==> config.mk <==
export PLATFORM = sky130hd
export DESIGN_NAME = sync_fifo
export DESIGN_NICKNAME = d
export VERILOG_FILES = /design/src/rtl/test_result_reporter_sync_fifo.sv
export SDC_FILE = /design/constraint.sdc
export NUM_CORES = 1
export LEC_CHECK = 0
export ABC_CLOCK_PERIOD_IN_PS = 4500
export CAP_MARGIN = 5
export CORE_UTILIZATION = 49
export CTS_BUF_LIST = sky130_fd_sc_hd__clkbuf_8 sky130_fd_sc_hd__clkbuf_16
export DETAILED_ROUTE_END_ITERATION = 16
export PLACE_DENSITY = 0.71
export SLEW_MARGIN = 10
export SYNTH_ARGS = -nofsm -noshare
export SYNTH_HDL_FRONTEND = slang
export SYNTH_SLANG_ARGS = --single-unit
==> constraint.sdc <==
create_clock -name clk -period 4.5 [get_ports clk]
set_input_delay 0.9 -clock clk [delete_from_list [all_inputs] [get_ports clk]]
set_output_delay 0.9 -clock clk [all_outputs]
set_load 0.01 [all_outputs]
==> src/rtl/test_result_reporter_sync_fifo.sv <==
// Synchronous FIFO with a registered first-word-fall-through head and a
// sticky overflow flag; a push into a full FIFO is accepted only alongside a pop.
module sync_fifo #(
  parameter  int WIDTH = 32,
  parameter  int DEPTH = 8,
  localparam int PTR_W = $clog2(DEPTH),
  localparam int CNT_W = PTR_W + 1
) (
  input  logic             clk,
  input  logic             rst,
  input  logic             push,
  input  logic             pop,
  input  logic [WIDTH-1:0] push_data,
  output logic [WIDTH-1:0] head_data,
  output logic             empty,
  output logic [CNT_W-1:0] count,
  output logic             overflow
);

  logic [WIDTH-1:0] mem_q [DEPTH];
  logic [PTR_W-1:0] wr_ptr_q, wr_ptr_d;
  logic [PTR_W-1:0] rd_ptr_q, rd_ptr_d;
  logic [CNT_W-1:0] count_q, count_d;
  logic [WIDTH-1:0] head_q, head_d;
  logic             ovf_q, ovf_d;
  logic             full, do_pop, do_push;

  assign full    = (count_q == CNT_W'(DEPTH));
  assign empty   = (count_q == '0);
  assign do_pop  = pop && !empty;
  assign do_push = push && (!full || do_pop);

  always_comb begin
    wr_ptr_d = wr_ptr_q + PTR_W'(do_push);
    rd_ptr_d = rd_ptr_q + PTR_W'(do_pop);
    count_d  = count_q + CNT_W'(do_push) - CNT_W'(do_pop);
    ovf_d    = ovf_q | (push && full && !do_pop);
    // Head tracks the word at the next read pointer, bypassing a write to that slot.
    if (count_d == '0)
      head_d = '0;
    else if (do_push && (wr_ptr_q == rd_ptr_d))
      head_d = push_data;
    else
      head_d = mem_q[rd_ptr_d];
  end

  always_ff @(posedge clk) begin
    if (do_push)
      mem_q[wr_ptr_q] <= push_data;
  end

  always_ff @(posedge clk) begin
    if (rst) begin
      wr_ptr_q <= '0;
      rd_ptr_q <= '0;
      count_q  <= '0;
      head_q   <= '0;
      ovf_q    <= 1'b0;
    end else begin
      wr_ptr_q <= wr_ptr_d;
      rd_ptr_q <= rd_ptr_d;
      count_q  <= count_d;
      head_q   <= head_d;
      ovf_q    <= ovf_d;
    end
  end

  assign head_data = head_q;
  assign count     = count_q;
  assign overflow  = ovf_q;

endmodule

==> results.md, run 1 <==
- Status: completed
- Rel. slew slack: 20.15%
- Detailed Place HPWL: 12880 um
- Routed wire length: 23300 um
- Post-CTS Hold Buffers: 0
- Critical-path cell list: inv_1 -> ha_1 -> nor3b_1 -> nand2b_1 -> inv_1 -> ha_1 -> ha_4 -> xnor2_2 -> xor2_1 -> nand4_2 -> nand3_1 -> a21oi_1
- Core footprint: 0.02278 mm^2
- Logic gate share of total power: between 30 and 40%
- RSZ-0062 raised after global routing: false
- Clk pin slew, worst setup/hold paths: 0.06 ns
- Worst-path maximum fanout: 32
- IO Count: 74
- Final period utilization: 81.35%
- Vias: 6254
- Cells after DPL: 1055
- Yosys cell types: 32
- Net Sw Frac: 29.96%
- Share of layout cells above drive strength 1: about a tenth
- Critical Path RT: 4.91 ns
- Pwr Density: around 640 mW/mm^2
- Syn Inst Count: 694
- Area delta synth->final: 20.19%
- Clock network power share: 30.7%
- Clk root buf: clkbuf_16
- Flop pwr share: 39.1%
- Xor and xnor area share after synthesis: less than 1%
- P_sw: 0.002620 W
- Slew Limit Fails: 0
- Largest family of logic cells by synthesized area: multiplexers
- Antenna Cells: 0
- DRC: 0
- H-tree levels: 1
- Mux contribution to synthesized area: 11.19%
- DIE HEIGHT: 154.8 um
- Non-filler instance count after layout: about 1100
- Initial antenna violation count: 1
- Worst Path Arrival: a little over 4 ns
- Die Area: 0.02397 mm^2
- Post-CTS Setup Bufs: 0
- Min-Delay Path Class: reg2reg
- Adder-Cell Fraction of Synth Area: 1.159%
- Syn avg cell area: around 16 um^2
- Top FF cell, synth: edfxtp_1
- Crit-path slowest cell: nand4_2
- Largest delay contributor family on the critical path: simple AND/OR/NAND/NOR gates
- CTS buffer count: 30
- Initial DRC count: 421
- Post-layout min period: between 3 and 4 ns
- Peak per-stage delay on the critical path: between 0.9 and 1 ns
- Mapped Area: 0.01145 mm^2
- Worst setup path category: reg2reg
- Post-synth EDFFs: 256
- Worst IR drop on VDD: 0.4324 mV
- Post-CTS Resized: 0
- Clock sinks: roughly 300
- CP Capture Type: register
- Async S/R FF share, synth: 0%
- Clock tree from TritonCTS: yes
- Post-Route Setup TNS: 0 ns
- Syn_nets: 740
- Num rows: 55
- Vias in the first global route: about 6500
- Compound-cell area share of the yosys netlist: 5.969%
- Reg2reg setup slack: roughly 0.84 ns
- Worst-skew pair later-pin latency: 0.55 ns
- GP Congestion: 0.7459
- Wire per inst: 20.97 um
- Hold Vio Cnt, Final: 0
- Remaining antenna violation count: 0
- Synth Warn #: 0
- Fmax: between 200 and 300 MHz
- Final setup vio count: 0
- Leak: 4.426 nW
- Crit path buf inv count: 2
- Worst setup SP type: register
- Largest net degree at the start of global routing: 89
- Vias/cell: about 5.6
- Simple-gate share of the synthesized area: under 10%
- Global-route wire length before repair: roughly 36000 um
- NumNets Final: 820
- Sequential share of the synthesized area: between 70 and 80%
- Int Power: 0.006126 W
- Worst Tran Pin Value: 1.195 ns
- Yosys reg bits: between 200 and 300
- Max Cap Viol: 0
- GRT overflow: 0
- Gr usage total: between 10% and 20%
- Drt pass-1 iters: 5
- Clock skew: 0.01259 ns
- Port-buffer cells: 73
- Die Wd: 154.8 um
- Initial core utilization: between 50% and 60%
- Clock Tree Buf Depth: 3
[worst reg2reg max path, stage by stage (launching register included)]
cell and delay (ns):
dfxtp_1 0.31, inv_1 0.11, ha_1 0.20, nor3b_1 0.29, nand2b_1 0.19, inv_1 0.05, ha_1 0.21, ha_4 0.17
xnor2_2 0.33, xor2_1 0.25, nand4_2 0.95, nand3_1 0.35, a21oi_1 0.13
[cells by family after synthesis]
logic type	after synthesis
flip-flops	299
XOR/XNOR	7
AND/OR/NAND/NOR	102
buffers and inverters	47
AO/OA/AOI/OAI	101
multiplexers	128
adder cells (fa/ha/maj)	10
[metrics by stage]
step                power (W)  setup WS (ns)  hold WS [ns]  area (um^2)  utilization, %
CTS                  0.008819         0.8241        0.5047        13760           60.40
floorplan            0.005246         0.4270        0.5022        11450               -
finish               0.008746         0.8391        0.5033        13760           60.40
detailed placement   0.006121         0.5063        0.4883        12660           55.60
global route         0.009154         0.5639        0.5544        13760           60.40
global placement     0.006015         0.6776        0.4753        12660           55.60
[cell usage after synthesis, types with 4 or more instances]
| library cell | instances | area share, % |
|---|---|---|
| dfxtp_1 | 43 | 7.5 |
| a21oi_1 | 34 | 1.5 |
| xnor2_1 | 5 | 0.38 |
| inv_1 | 4 | 0.13 |
| clkbuf_1 | 19 | 0.62 |
| nor2b_1 | 9 | 0.49 |
| nand2_1 | 35 | 1.1 |
| buf_4 | 4 | 0.26 |
| nor2_1 | 11 | 0.36 |
| mux2i_1 | 128 | 11 |
| ha_1 | 9 | 0.98 |
| buf_2 | 15 | 0.66 |
| a22oi_1 | 64 | 4.2 |
| nor3_1 | 4 | 0.17 |
| buf_6 | 4 | 0.39 |
| nand3_1 | 33 | 1.4 |
| edfxtp_1 | 256 | 67 |
[cells in the final DEF, fill, tap and decap left out, types with 9 or more instances in the layout]
cell / Yosys / routed
nand3_1: 33 / 33
edfxtp_1: 256 / 256
a22oi_1: 64 / 64
a21oi_1: 34 / 34
clkdlybuf4s50_1: 0 / 73
buf_12: 0 / 9
nand2_1: 35 / 35
clkbuf_16: 0 / 31
mux2i_1: 128 / 128
dfxtp_1: 43 / 43
[power by group through the flow]
stage	clock network, W	logic (W)	registers (W)
floorplan	0	0.00174	0.00351
CTS	0.00273	0.00267	0.00342
global placement	0	0.00255	0.00347
detailed placement	0	0.00265	0.00347
finish	0.00269	0.00264	0.00342
global route	0.00284	0.00287	0.00344
[layer usage]
metal | vias to the layer above | track usage, % | share of wire (%)
met5 | - | 0 | 0.073
li1 | 2860 | - | -
met2 | 203 | 34.41 | 50
met4 | 2 | 5.988 | 2.1
met3 | 46 | 3.699 | 5.8
met1 | 3143 | 25.75 | 42
[final cells by class]
type | instances | area [um^2]
fill | 1659 | 9021
sequential | 299 | 8548
multi-input combinational | 348 | 2735
timing repair buffer | 90 | 970.9
clock buffer | 33 | 803.3
tap | 313 | 391.6
clock inverter | 23 | 289.0
inverter | 5 | 18.77
[flip-flops by register name (all words and copies together), names as in the netlist]
signal	cells
mem_q	256
head_data	32
count	4
rd_ptr_q	3
wr_ptr_q	3
overflow	1
[path summary, 6_finish.rpt]
path | from | endpoint | cells after the start
setup / recovery | count[2]$_SDFF_PP0_ | head_data[28]$_SDFF_PP0_ | 12
hold / removal | overflow$_SDFF_PP0_ | overflow$_SDFF_PP0_ | 2
setup reg to reg | count[2]$_SDFF_PP0_ | head_data[28]$_SDFF_PP0_ | 12
hold reg to reg | overflow$_SDFF_PP0_ | overflow$_SDFF_PP0_ | 2
Power figures use the tool's default switching activity.
==> inputs of run 2 (changes only) <==
--- a/config.mk
+++ b/config.mk
@@ -5,12 +5,12 @@
 export SDC_FILE = /design/constraint.sdc
 export NUM_CORES = 1
 export LEC_CHECK = 0
-export ABC_CLOCK_PERIOD_IN_PS = 4500
+export ABC_CLOCK_PERIOD_IN_PS = 3600
 export CAP_MARGIN = 5
 export CORE_UTILIZATION = 49
 export CTS_BUF_LIST = sky130_fd_sc_hd__clkbuf_8 sky130_fd_sc_hd__clkbuf_16
 export DETAILED_ROUTE_END_ITERATION = 16
-export PLACE_DENSITY = 0.71
+export PLACE_DENSITY = 0.68
 export SLEW_MARGIN = 10
 export SYNTH_ARGS = -nofsm -noshare
 export SYNTH_HDL_FRONTEND = slang
==> constraint.sdc (replaced) <==
create_clock -name clk -period 3.6 [get_ports clk]
set_input_delay 0.72 -clock clk [delete_from_list [all_inputs] [get_ports clk]]
set_output_delay 0.72 -clock clk [all_outputs]
set_load 0.01 [all_outputs]
==> results.md, run 2 (synthesis gave the netlist of run 1 again) <==
- Post-CTS Hold Buffers: 0 (unchanged)
- Global-route wire length before repair: 36330 um (-0.21%)
- Initial DRC count: 374 (-11%)
- Worst-path maximum fanout: 25 (-22%)
- Clock skew: 0.01522 ns (+0.002632 ns)
- R2r startpoint: count[2]$_SDFF_PP0_
- NumNets Final: 831 (+1.3%)
- Final period utilization: 84.13% (+2.8 points)
- Largest net degree at the start of global routing: 66 (-26%)
- Vias/cell: 5.549 (-1.4%)
- Pwr Density: 772.4 mW/mm^2 (+22%)
- Die Area: 0.02397 mm^2 (unchanged)
- Non-filler instance count after layout: 1121 (+0.90%)
- Worst setup path category: reg2reg
- Post-CTS Setup Bufs: 0 (unchanged)
- Gr usage total: 20.19% (+0.23 points)
- Placed Area: 0.01272 mm^2 (+0.41%)
- Fillers: 1688 (+1.7%)
- Largest reg by FF count: mem_q
- Max reg flops: 256 (unchanged)
- Vias in the first global route: 6428 (-1.8%)
- Worst IR drop on VDD: 0.4801 mV (+11%)
- Reg-to-Reg End: head_data[29]$_SDFF_PP0_
- Drt pass-1 iters: 5 (unchanged)
- Pwr Total: 0.01054 W (+21%)
- Post-Route Setup TNS: 0 ns (unchanged)
- Clock Tree Buf Depth: 3 (unchanged)
- Detailed Place HPWL: 13130 um (+1.9%)
- Status: completed
- RSZ-0062 raised after global routing: false
- Rel. slew slack: 66.61% (+46 points)
- Worst Tran Pin Value: 0.5008 ns (-0.6941 ns)
- Antenna Cells: 0 (unchanged)
- Remaining antenna violation count: 0 (unchanged)
- GRT overflow: 0 (unchanged)
- Post-CTS Resized: 0 (unchanged)
- Final instance area: 0.01365 mm^2 (-0.78%)
- Post-layout min period: 3.029 ns (-0.6323 ns)
- Worst hold endpoint: overflow$_SDFF_PP0_
- Routed wire length: 23710 um (+1.8%)
- CP Capture Type: register
- GP Congestion: 0.7392 (-0.90%)
- IO Count: 74 (unchanged)
- CTS buffer count: 30 (unchanged)
- Hold depth: 2 (unchanged)
- Max Cap Viol: 0 (unchanged)
- Wire per inst: 21.15 um (+0.84%)
- Port-buffer cells: 73 (unchanged)
- Clock tree from TritonCTS: yes
- Initial core utilization: 50.25% (unchanged)
- Reg2reg setup slack: 0.57 ns (-0.27 ns)
- Worst Path Arrival: 3.47 ns (-0.61 ns)
- Worst setup SP type: register
- Min-delay src: overflow$_SDFF_PP0_
- Critical Path RT: 4.05 ns (-0.86 ns)
- Slew Limit Fails: 0 (unchanged)
- Share of layout cells above drive strength 1: 10.77% (+0.37 points)
- Clock sinks: 299 (unchanged)
- Min-Delay Path Class: reg2reg
- DRC: 0 (unchanged)
- Initial antenna violation count: 1 (unchanged)
- DIE HEIGHT: 154.8 um (unchanged)
- Clk pin slew, worst setup/hold paths: 0.06 ns (about the same)
- Cells after DPL: 1066 (+1.0%)
- Commonest non-fill, non-tap cell in the layout: edfxtp_1
- Worst-skew pair later-pin latency: 0.54 ns (about the same)
- Core footprint: 0.02278 mm^2 (unchanged)
- Area delta synth->final: 19.25%
- Final setup vio count: 0 (unchanged)
- Die Wd: 154.8 um (unchanged)
- Vias: 6220 (-0.54%)
- H-tree levels: 1 (unchanged)
- Clk root buf: clkbuf_16
- Worst R2R Path Depth: 13 (+1)
- Fmax: 330.2 MHz (+21%)
- Hold Vio Cnt, Final: 0 (unchanged)
- Most frequent cells in the layout: edfxtp_1 (256), mux2i_1 (128), clkdlybuf4s50_1 (73)
- Leak: 4.413 nW (-0.28%)
- Num rows: 55 (unchanged)
[run 2: layer usage]
metal,track usage (%),part of all wire [%],vias up
met5,0,0.051,-
met4,4.809,1.6,2
met3,3.362,5.8,34
met2,34.50,50,178
met1,27.11,43,3135
li1,-,-,2871
[run 2: worst max path at each step]
| stage | slack, ns | from | endpoint |
|---|---|---|---|
| after detailed placement | 0.31 | pop | head_data[29]$_SDFF_PP0_ |
| after global placement | 0.44 | pop | head_data[30]$_SDFF_PP0_ |
| after global routing | 0.28 | count[2]$_SDFF_PP0_ | head_data[29]$_SDFF_PP0_ |
| after floorplan | -0.16 | pop | mem_q[2][0]$_DFFE_PP_ |
| after CTS | 0.56 | count[2]$_SDFF_PP0_ | head_data[29]$_SDFF_PP0_ |
| final | 0.57 | count[2]$_SDFF_PP0_ | head_data[29]$_SDFF_PP0_ |
[run 2: layout make-up]
| class | count | area, um^2 | area share (%) |
|---|---|---|---|
| multi-input cells | 348 | 2741 | 20.08 |
| inverters | 5 | 18.77 | 0.1375 |
| clock buffers | 33 | 803.3 | 5.885 |
| clock inverters | 22 | 130.1 | 0.9533 |
| repair buffers | 101 | 1016 | 7.443 |
| flip-flops and latches | 299 | 8548 | 62.63 |
| well taps | 313 | 391.6 | 2.869 |
[run 2: metrics by stage]
step / hold slack (ns) / utilization [%] / worst slack, ns
4_1_cts: 0.4906 / 59.92 / 0.5648
6_report: 0.4815 / 59.92 / 0.5714
3_5_place_dp: 0.4721 / 55.83 / 0.3119
3_3_place_gp: 0.4774 / 55.83 / 0.4412
5_1_grt: 0.5196 / 59.92 / 0.2788
2_1_floorplan: 0.5022 / - / -0.1619
[run 2: where the power goes]
group | switching [W] | internal [W] | total, W
clock network | 0.00122 | 0.00166 | 0.00288
registers | 0.000135 | 0.00414 | 0.00427
logic | 0.00193 | 0.00145 | 0.00339
total | 0.00329 | 0.00725 | 0.0105
[run 2: critical path, cell delays in order (launching register included)]
cell,delay (ns)
dfxtp_1,0.31
inv_1,0.09
ha_1,0.16
nor3b_1,0.23
nand2b_1,0.19
inv_1,0.06
ha_1,0.20
ha_4,0.17
xnor2_2,0.32
xor2_1,0.24
and4_1,0.26
buf_4,0.38
nand2_1,0.11
a21oi_1,0.20
